`src/rtl/custom_axi_ip_regs.sv`:
```
`default_nettype none
// ============================================================================
// Module   : custom_axi_ip_regs
// Purpose  : AXI4-Lite slave register front-end for the custom_axi_ip core.
//            Turns CPU writes into din/enable stimulus and exposes the core's
//            dout, enable_out and status_out as readable registers.
//            Single outstanding transaction per channel; independent write
//            and read state machines.
// Ports    : clk_i, rst_ni           - clock, async active-low reset
//            s_axi_aw*/w*/b*         - AXI4-Lite write channels
//            s_axi_ar*/r*            - AXI4-Lite read channels
//            din_o, enable_o         - operand and one-cycle start to core
//            dout_i, enable_i,
//            status_i                - core result, enable_out, status_out
// Map      : 0x0 CTRL (bit0 START, W1 action) | 0x4 DIN [30:0] RW
//            0x8 DOUT RO | 0xC STATUS ([1:0] status, [5:4] enable,
//            bit8 DONE_STKY W1C, bit9 START_REJ W1C)
// Revision : 1.0 - initial release
// ============================================================================
module custom_axi_ip_regs #(
  parameter int ADDR_WIDTH = 4,
  parameter int DATA_WIDTH = 32
) (
  input  logic                  clk_i,
  input  logic                  rst_ni,
  input  logic [ADDR_WIDTH-1:0] s_axi_awaddr,
  input  logic                  s_axi_awvalid,
  output logic                  s_axi_awready,
  input  logic [DATA_WIDTH-1:0] s_axi_wdata,
  input  logic [3:0]            s_axi_wstrb,
  input  logic                  s_axi_wvalid,
  output logic                  s_axi_wready,
  output logic [1:0]            s_axi_bresp,
  output logic                  s_axi_bvalid,
  input  logic                  s_axi_bready,
  input  logic [ADDR_WIDTH-1:0] s_axi_araddr,
  input  logic                  s_axi_arvalid,
  output logic                  s_axi_arready,
  output logic [DATA_WIDTH-1:0] s_axi_rdata,
  output logic [1:0]            s_axi_rresp,
  output logic                  s_axi_rvalid,
  input  logic                  s_axi_rready,
  output logic [30:0]           din_o,
  output logic                  enable_o,
  input  logic [DATA_WIDTH-1:0] dout_i,
  input  logic [1:0]            enable_i,
  input  logic [1:0]            status_i
);

  localparam logic [1:0] c_RESP_OKAY   = 2'b00;
  localparam logic [1:0] c_RESP_SLVERR = 2'b10;
  localparam logic [1:0] c_ST_IDLE     = 2'd0;
  localparam logic [1:0] c_ST_DONE     = 2'd2;

  typedef enum logic [0:0] {W_IDLE = 1'b0, W_RESP = 1'b1} w_state_e;
  typedef enum logic [0:0] {R_IDLE = 1'b0, R_DATA = 1'b1} r_state_e;

  w_state_e r_wstate, w_wstate_nxt;
  r_state_e r_rstate, w_rstate_nxt;

  // Keeps the ready outputs low while reset is asserted; set by the first
  // clock edge after release.
  logic                  r_ready_en;
  logic                  r_aw_held, r_w_held;
  logic [ADDR_WIDTH-1:0] r_awaddr;
  logic [DATA_WIDTH-1:0] r_wdata;
  logic [3:0]            r_wstrb;
  logic [30:0]           r_din;
  logic [DATA_WIDTH-1:0] r_dout;
  logic                  r_enable, r_done_stky, r_start_rej;
  logic [1:0]            r_bresp, r_rresp;
  logic [DATA_WIDTH-1:0] r_rdata;

  logic                  w_aw_hs, w_w_hs, w_ar_hs, w_commit;
  logic [ADDR_WIDTH-1:0] w_waddr;
  logic [DATA_WIDTH-1:0] w_wdata;
  logic [3:0]            w_wstrb;
  logic                  w_waddr_bad, w_raddr_bad;
  logic [DATA_WIDTH-1:0] w_status, w_rd_val;
  logic                  w_unused;

  assign s_axi_awready = r_ready_en && (r_wstate == W_IDLE) && !r_aw_held;
  assign s_axi_wready  = r_ready_en && (r_wstate == W_IDLE) && !r_w_held;
  assign s_axi_bvalid  = (r_wstate == W_RESP);
  assign s_axi_bresp   = r_bresp;
  assign s_axi_arready = r_ready_en && (r_rstate == R_IDLE);
  assign s_axi_rvalid  = (r_rstate == R_DATA);
  assign s_axi_rdata   = r_rdata;
  assign s_axi_rresp   = r_rresp;
  assign din_o         = r_din;
  assign enable_o      = r_enable;

  assign w_aw_hs = s_axi_awvalid && s_axi_awready;
  assign w_w_hs  = s_axi_wvalid && s_axi_wready;
  assign w_ar_hs = s_axi_arvalid && s_axi_arready;

  // Use the held beat if one was captured earlier, else the live bus, so a
  // commit can occur in the same cycle as either handshake.
  assign w_waddr = r_aw_held ? r_awaddr : s_axi_awaddr;
  assign w_wdata = r_w_held  ? r_wdata  : s_axi_wdata;
  assign w_wstrb = r_w_held  ? r_wstrb  : s_axi_wstrb;

  generate
    if (ADDR_WIDTH > 4) begin : g_addr_hi
      assign w_waddr_bad = |w_waddr[ADDR_WIDTH-1:4];
      assign w_raddr_bad = |s_axi_araddr[ADDR_WIDTH-1:4];
    end else begin : g_addr_lo
      assign w_waddr_bad = 1'b0;
      assign w_raddr_bad = 1'b0;
    end
  endgenerate

  // Byte offset bits and DIN bit 31 carry no information.
  assign w_unused = ^{w_waddr[1:0], s_axi_araddr[1:0], w_wdata[31]};

  assign w_status = {22'd0, r_start_rej, r_done_stky, 2'b00, enable_i, 2'b00, status_i};

  // ---------------- write channel FSM ----------------
  always_ff @(posedge clk_i or negedge rst_ni) begin
    if (!rst_ni) begin
      r_wstate   <= W_IDLE;
      r_rstate   <= R_IDLE;
      r_ready_en <= 1'b0;
    end else begin
      r_wstate   <= w_wstate_nxt;
      r_rstate   <= w_rstate_nxt;
      r_ready_en <= 1'b1;
    end
  end

  always_comb begin
    w_wstate_nxt = r_wstate;
    w_commit     = 1'b0;
    case (r_wstate)
      W_IDLE: begin
        if ((r_aw_held || w_aw_hs) && (r_w_held || w_w_hs)) begin
          w_commit     = 1'b1;
          w_wstate_nxt = W_RESP;
        end
      end
      W_RESP: begin
        if (s_axi_bready) w_wstate_nxt = W_IDLE;
      end
      default: w_wstate_nxt = W_IDLE;
    endcase
  end

  always_comb begin
    w_rstate_nxt = r_rstate;
    case (r_rstate)
      R_IDLE:  if (w_ar_hs) w_rstate_nxt = R_DATA;
      R_DATA:  if (s_axi_rready) w_rstate_nxt = R_IDLE;
      default: w_rstate_nxt = R_IDLE;
    endcase
  end

  // Capture AW and W beats that arrive ahead of their partner.
  always_ff @(posedge clk_i or negedge rst_ni) begin
    if (!rst_ni) begin
      r_aw_held <= 1'b0;
      r_w_held  <= 1'b0;
      r_awaddr  <= '0;
      r_wdata   <= '0;
      r_wstrb   <= '0;
    end else if (w_commit) begin
      r_aw_held <= 1'b0;
      r_w_held  <= 1'b0;
    end else begin
      if (w_aw_hs) begin
        r_aw_held <= 1'b1;
        r_awaddr  <= s_axi_awaddr;
      end
      if (w_w_hs) begin
        r_w_held <= 1'b1;
        r_wdata  <= s_axi_wdata;
        r_wstrb  <= s_axi_wstrb;
      end
    end
  end

  // ---------------- register file ----------------
  always_ff @(posedge clk_i or negedge rst_ni) begin
    if (!rst_ni) begin
      r_din       <= '0;
      r_dout      <= '0;
      r_enable    <= 1'b0;
      r_done_stky <= 1'b0;
      r_start_rej <= 1'b0;
      r_bresp     <= c_RESP_OKAY;
    end else begin
      r_enable <= 1'b0;
      r_dout   <= dout_i;
      if (w_commit) begin
        r_bresp <= w_waddr_bad ? c_RESP_SLVERR : c_RESP_OKAY;
        if (!w_waddr_bad) begin
          case (w_waddr[3:2])
            2'd0: begin
              if (w_wstrb[0] && w_wdata[0]) begin
                if (status_i == c_ST_IDLE) r_enable <= 1'b1;
                else                       r_start_rej <= 1'b1;
              end
            end
            2'd1: begin
              if (w_wstrb[0]) r_din[7:0]   <= w_wdata[7:0];
              if (w_wstrb[1]) r_din[15:8]  <= w_wdata[15:8];
              if (w_wstrb[2]) r_din[23:16] <= w_wdata[23:16];
              if (w_wstrb[3]) r_din[30:24] <= w_wdata[30:24];
            end
            2'd3: begin
              if (w_wstrb[1]) begin
                if (w_wdata[8]) r_done_stky <= 1'b0;
                if (w_wdata[9]) r_start_rej <= 1'b0;
              end
            end
            default: ;
          endcase
        end
      end
      // Placed after the W1C so a simultaneous DONE wins over the clear.
      if (status_i == c_ST_DONE) r_done_stky <= 1'b1;
    end
  end

  // ---------------- read channel ----------------
  always_comb begin
    w_rd_val = '0;
    case (s_axi_araddr[3:2])
      2'd1:    w_rd_val = {1'b0, r_din};
      2'd2:    w_rd_val = r_dout;
      2'd3:    w_rd_val = w_status;
      default: w_rd_val = '0;
    endcase
  end

  always_ff @(posedge clk_i or negedge rst_ni) begin
    if (!rst_ni) begin
      r_rdata <= '0;
      r_rresp <= c_RESP_OKAY;
    end else if (w_ar_hs) begin
      r_rdata <= w_raddr_bad ? '0 : w_rd_val;
      r_rresp <= w_raddr_bad ? c_RESP_SLVERR : c_RESP_OKAY;
    end
  end

endmodule
`default_nettype wire

```
`config.mk`:
```
export PLATFORM = sky130hd
export DESIGN_NAME = custom_axi_ip_regs
export DESIGN_NICKNAME = d
export VERILOG_FILES = /design/src/rtl/custom_axi_ip_regs.sv
export SDC_FILE = /design/constraint.sdc
export NUM_CORES = 1
export LEC_CHECK = 0
export ABC_AREA = 1
export BUFFER_PORTS_ARGS = -buffer_cell sky130_fd_sc_hd__buf_2
export CAP_MARGIN = 20
export CORE_ASPECT_RATIO = 1.1
export CORE_MARGIN = 3
export CORE_UTILIZATION = 47
export CTS_CLUSTER_DIAMETER = 30
export DETAILED_ROUTE_END_ITERATION = 12
export PLACE_DENSITY = 0.8
export SLEW_MARGIN = 20
export SYNTH_ARGS = -nofsm -noshare
export SYNTH_HDL_FRONTEND = slang
export SYNTH_SLANG_ARGS = --single-unit
```
`constraint.sdc`:
```
create_clock -name clk_i -period 1.5 [get_ports clk_i]
set_clock_uncertainty 0.1 [all_clocks]
set_input_delay 0.225 -clock clk_i [delete_from_list [all_inputs] [get_ports clk_i]]
set_output_delay 0.225 -clock clk_i [all_outputs]
set_load 0.005 [all_outputs]
```
Word level (Yosys, flattened, before mapping)
Index checks and enable logic that the tools add are counted.
{ "classes": {"n_mul": 0, "n_addsub": 0, "div": 0, "n_lt_le_gt_ge": 0, "n_eq_ne": 10, "bitwise_logic": 3, "shift": 0, "muxes": 29, "n_reduce_logical": 30} }
{ "ops": {"columns": ["op", "n"], "rows": [
  ["32-bit case mux with 3 select lines", 1],
  ["31-bit two-way mux", 1],
  ["1-bit two-way mux", 22],
  ["2-bit nonzero test", 7],
  ["3-bit AND reduction", 4],
  ["1-bit logical AND", 9],
  ["2-bit == test, second input constant", 4],
  ["4-bit two-way mux", 2],
  ["2-bit != test, second input constant", 4],
  ["1-bit case mux with 2 select lines", 3],
  ["6-bit AND reduction", 1],
  ["2-bit by 1-bit == test with 1-bit output, second input constant", 2],
  ["2-bit zero test", 2],
  ["2-bit AND reduction", 2],
  ["4-bit AND reduction", 1],
  ["1-bit inverter", 3],
  ["1-bit zero test", 2],
  ["1-bit logical OR", 2]
]} }
{ "totals": {"rom_bits": 0, "regBits": 142, "ramBits": 0, "inputBits": 87, "out_inout_bits": 73, "memories": 0, "latchBits": 0} }

Longest topological paths before layout
{ "depth": {"word_depth": 10, "ltp_mapped": 10, "depth_no_buf": 10} }

Least setup slack after synthesis
Ideal clock, no wire load.
{ "synth_timing": {"path_type": "register -> register", "startpoint": "reg r_wstate (netlist: s_axi_bvalid)", "endpoint": "reg r_din[16] (netlist: din_o[16])", "t_arrival_ns": 1.307, "period_less_slack_ns": 1.524, "path_stages_with_launch": 9, "setup_slack_ns": -0.024, "path_cell_list": "dfrtp_1 inv_2 nand2_2 o21ai_2 nand3_4 nor2_8 nand2_2 nand2_1 nand2_1"} }
{ "synth_via": {"elab_chain_len": 9, "elab_cells_between_ends": 12, "classes_between": "2 x mux; 1 x bitwise; 9 x reduce/logical"} }
{ "synth_rtl": {"columns": ["element", "line_no", "rtl"], "rows": [
  ["from (decl)", "58", "w_state_e r_wstate, w_wstate_nxt;"],
  ["from (signal assigned)", "125", "r_wstate <= w_wstate_nxt;"],
  ["1-bit inverter", "82, 83", null],
  ["1-bit logical AND", "82, 83", null],
  ["1-bit logical AND, on equally long branches", "82, 83", null],
  ["1-bit logical AND, on equally long branches", "93, 94", null],
  ["1-bit logical OR", "136", "if ((r_aw_held || w_aw_hs) && (r_w_held || w_w_hs)) begin"],
  ["1-bit logical AND", "136", null],
  ["1-bit two-way mux", "136", null],
  ["1-bit two-way mux *", "134", "case (r_wstate)"],
  ["3-bit AND reduction (no source line) *", null, null],
  ["to (signal assigned)", "206", "if (w_wstrb[2]) r_din[23:16] <= w_wdata[23:16];"],
  ["to (decl)", "68", "logic [30:0] r_din;"]
]} }
Every way passes the cells marked *; elsewhere a longest branch is shown, timed or not.
A chain may end at the register's enable or synchronous reset.

Final worst setup path
{ "layout_timing": {"startpoint": "reg r_wstate (netlist: s_axi_bvalid)", "endpoint": "reg r_din[11] (netlist: din_o[11])"} }
The elaborated chain is that of the path after synthesis.

==> results <==
- The most critical setup path has its startpoint at s_axi_bvalid.
- The dominant cell type by area after synthesis is sky130_fd_sc_hd__dfrtp_1.
- The worst setup path is captured at a register.
- The endpoint identified for the worst register-to-register timing path is din_o[11].
- The internal power summed over all cells is 10.10 mW.
- The number of antenna violations at the first check in global routing was 0.
- The congestion estimate from routability-driven global placement came to 0.8626.
- The critical path crosses 9 cells after its start point.
- For this run, the register share of the synthesized area comes to 0.6015.
- The min-delay analysis places its worst path in the category in2reg.
- In the post-synthesis netlist, the biggest area contributors are sky130_fd_sc_hd__dfrtp_1 (60%), sky130_fd_sc_hd__nand2_1 (15%), sky130_fd_sc_hd__o21ai_0 (6.3%).
- The slowest cell on the critical path is sky130_fd_sc_hd__dfrtp_1.
- After floorplanning, the core was divided into 42 placement rows.
- The detail route stage leaves a number of antenna-violating nets equal to 0.
- Once routing completed, OpenROAD measured the worst setup slack at -232.5 ps.
- The top achievable clock speed is 0.5772 GHz.
- The relative contribution of combinational cells to total power is 0.314.
- The total clock sinks is 140.
- The net load switching power is 5.132 mW.
- The simple-gate share of the synthesized area is 0.2019.
- The routed wirelength normalized by instance count is 17.26 µm.
- Summing all placed instances gives a cell area of 7059 µm².
- The area added between synthesis and finish is 52.42%.
- The most critical setup path has its endpoint at din_o[11].
- Counting every instance in the synthesized netlist gives 644.
- The post-synthesis register bit count is 140.
- Pin placement for this block handled 160 I/O pins.
- The final design instance area without fill is 8877 µm².
- The die is 122.8 µm tall.
- Setup repair after global routing could not meet its margin everywhere.
- The top cell types in the final layout, fill and taps aside, are sky130_fd_sc_hd__nand2_1 (188), sky130_fd_sc_hd__buf_2 (149), sky130_fd_sc_hd__dfrtp_1 (138).
- The switching fraction of total power is 0.3369.
- The number of buffer cells added on primary ports is 150.
- The CTS tree is built.
- The worst-case IR drop observed on VDD is 0.0009216 V.
- The sum of net half-perimeters after detailed placement is 9978 µm.
- The detailed router put a total of 7104 µm of wire on met1.
- The worst reg2reg path depth is 9.
- The overall die width is 112.1 µm.
- The portion of synthesized area spent on multiplexers is 0.
- The synthesized netlist occupies a cell area of 5824 µm².
- The library cell used most frequently in the layout, excluding fill and tap cells, is sky130_fd_sc_hd__nand2_1.
- The beginning of the worst register-to-register path is s_axi_bvalid.
- The full die area is 13770 µm².
- 0 antenna diodes ended up in the layout.
- The uppermost signal routing layer after detailed routing is met4.
- The count of yosys warnings during synthesis is 0.
- The netlist uses 24 different library cells.
- The total length of routed wires is 18490 µm.
- The checks that failed: negative setup slack.
- The share of Yosys cell area claimed by the top area cell type is 0.6015.
- The critical path is of the reg2reg type.
- The share of total power dissipated in sequential elements is 0.379.
- Of the total synthesized cell area, the portion taken by XOR and XNOR cells is 0.
- The routed design uses 1211 µm of met3 wire.
- The delay of the slowest cell on the worst path is 390 ps.
- The number of max-slew violations in the final report came to 0.
- Of all nets on the critical path, the largest fanout is 8.
- The via count of the first global-routing pass is 5198.
- Of the cells placed in the final design, the portion with a size suffix greater than 1 is 0.3501.
- For this run the aggregate overflow at the end of global routing stands at 0.
- The startpoint type of the worst setup path is a register.
- The number of buffers and inverters on the critical path is 2.
- The final critical-path share of the clock period is 1.155.
- After the first detailed-routing iteration, the DRC count stood at 559.
- After floorplanning, the core was sized to cover 12090 µm².
- After clock tree synthesis, the clock-pin slew on the worst setup and hold paths is 60 ps.
- In this run the mean area of a mapped cell was 9.044 µm².
- The count of final hold-check violations is 0.
- Summed over all cells, the static leakage comes to 4.561 nW.
- The tree is rooted in a sky130_fd_sc_hd__clkbuf_16.
- Setup violations remaining at the end of the flow were counted as 73.
- The signal on the critical path passes through inv_2, nand2_4, o21ai_4, nand3_4, nor2_8, buf_4, nand2_4, nand2_1, nand2_1.
- The complex-gate fraction of the synthesized area is 0.1300.
- The number of max-cap violations is 0.
- For this run, the detailed router's first-pass iteration total came to 6.
- The time the worst path needs with I/O delays and setup is 1733 ps.
- The TritonCTS buffer count is 17.
- Grouping stages by cell kind, the critical path spends the most delay in simple AND/OR/NAND/NOR gates.
- The main combinational cell family by area after synthesis is simple AND/OR/NAND/NOR gates.
- For this run, design rule violations remaining after detail routing come to 0.
- The total number of vias is 5693.
- The share of total power dissipated in the clock network is 0.306.
- Wire segments on met2 add up to 9373 µm in the final route.
- The power per cell area is 1716 nW/µm².
- The first-pass GRT wire length is 25520 µm.
- Data arrives at the worst endpoint at 1930 ps.
- STA puts the critical path data required time at 1690 ps.
- The total number of nets in the final design is 991.
- The H-tree depth reported by CTS is 4.
- Of the total synthesized cell area, the portion taken by full adders, half adders and majority gates is 0.
- The initial core utilization is 0.4819.
- The worst register-to-register path has a setup slack of -230 ps.
- The flow ran to the end, but the final reports show violations.
- Final hold analysis gives a worst-case slack of 4.192 ps.
- In this run the deepest clock path goes through 2 buffers.
- The pin count of the biggest net entering global routing is 58.
- The overall track demand over capacity in global routing is 0.2334.
- At the end of the flow the core is filled with cells to 0.7345.
- At the later pin of the worst-skew pair, clock insertion delay measures 420 ps.
- In the routed layout, each cell is associated on average with a via count of 5.316.
-- power by group through the flow --
stage | logic, mW | registers, mW | clock network [mW]
after floorplan | 2.01 | 5.52 | 0
after global placement | 3.48 | 5.63 | 0
after detailed placement | 3.58 | 5.66 | 0
after CTS | 3.93 | 5.64 | 4.69
after global routing | 5.25 | 5.87 | 4.87
final | 4.79 | 5.78 | 4.67
-- synth_stat cells --
cell                          n
sky130_fd_sc_hd__nand2_1    227
sky130_fd_sc_hd__dfrtp_1    140
sky130_fd_sc_hd__o21ai_0     73
sky130_fd_sc_hd__inv_1       49
sky130_fd_sc_hd__nand3_1     40
sky130_fd_sc_hd__a21oi_1     26
sky130_fd_sc_hd__a2bb2oi_1   25
sky130_fd_sc_hd__buf_2       13
sky130_fd_sc_hd__clkbuf_1    12
sky130_fd_sc_hd__nor2_1       9
sky130_fd_sc_hd__buf_4        5
sky130_fd_sc_hd__nand2_2      5
sky130_fd_sc_hd__buf_6        3
sky130_fd_sc_hd__inv_2        3
sky130_fd_sc_hd__a21boi_0     2
sky130_fd_sc_hd__conb_1       2
sky130_fd_sc_hd__o21ai_1      2
sky130_fd_sc_hd__o21ai_2      2
sky130_fd_sc_hd__clkinv_1     1
sky130_fd_sc_hd__nand3_2      1
sky130_fd_sc_hd__nand3_4      1
sky130_fd_sc_hd__nand4_1      1
sky130_fd_sc_hd__nor2_8       1
sky130_fd_sc_hd__nor3_1       1
-- sequential cells by signal, indices dropped and copies added, names as in the netlist --
signal and cells:
r_wdata 31, r_aw_held 1, s_axi_rdata 32, r_dout 32, s_axi_rvalid 1, r_done_stky 1
enable_o 1, r_start_rej 1, s_axi_bvalid 1, r_awaddr 2, r_wstrb 4, din_o 31
r_w_held 1, r_ready_en 1
-- worst min path at each step --
stage	start	to	slack [ps]	cells past startpoint
after floorplan	rst_ni	din_o[0]	-170	0
after global placement	rst_ni	r_dout[16]	-50	1
after detailed placement	rst_ni	r_dout[16]	-60	1
after CTS	s_axi_awaddr[3]	r_awaddr[3]	1	3
after global routing	s_axi_wstrb[1]	r_wstrb[1]	5	3
final	s_axi_wdata[17]	r_wdata[17]	4	3
-- what timing repair did --
item	CTS	global route
endpoints found under the setup margin	64	76
gates cloned	0	4
setup buffers	6	17
pin swaps	2	15
hold buffers	58	0
gates resized for setup	24	71
hold endpoints to repair	196	0
-- worst reg2reg max path, delay by kind of cell, from the launching register on --
family          cells  cell delay, ps
compound gates      1             180
buf+inv             2             250
flops               1             390
simple gates        6             690
-- final cells by class --
class	count	area (µm²)
Multi-Input combinational cell	421	2265
Timing Repair Buffer	271	2048
Fill cell	791	3209
Sequential cell	140	3506
Clock buffer	19	442.9
Clock inverter	13	212.7
Tap cell	154	192.7
Inverter	53	210.2
-- per-layer routing --
metal	vias to the layer above	global-route usage
met4	0	0.1022
li1	2600	-
met3	81	0.04931
met2	305	0.3927
met5	-	0
met1	2707	0.2929
-- cell families after synthesis --
logic type,count (synthesis)
compound gates,130
buf+inv,86
flops,140
other cells,2
simple gates,286
-- stage by stage --
| step | instances | setup slack [ps] | total power [mW] | TNS [ps] |
|---|---|---|---|---|
| 4_1_cts | 1050 | -160.4 | 14.26 | -4482 |
| 2_1_floorplan | 647 | -9.582 | 7.530 | -144.3 |
| 5_1_grt | 1071 | -335.0 | 15.99 | -15540 |
| 3_3_place_gp | 954 | -131.1 | 9.114 | -2424 |
| 6_report | 1071 | -232.5 | 15.23 | -10070 |
| 3_5_place_dp | 954 | -159.1 | 9.242 | -3456 |
Power figures use the tool's default switching activity.
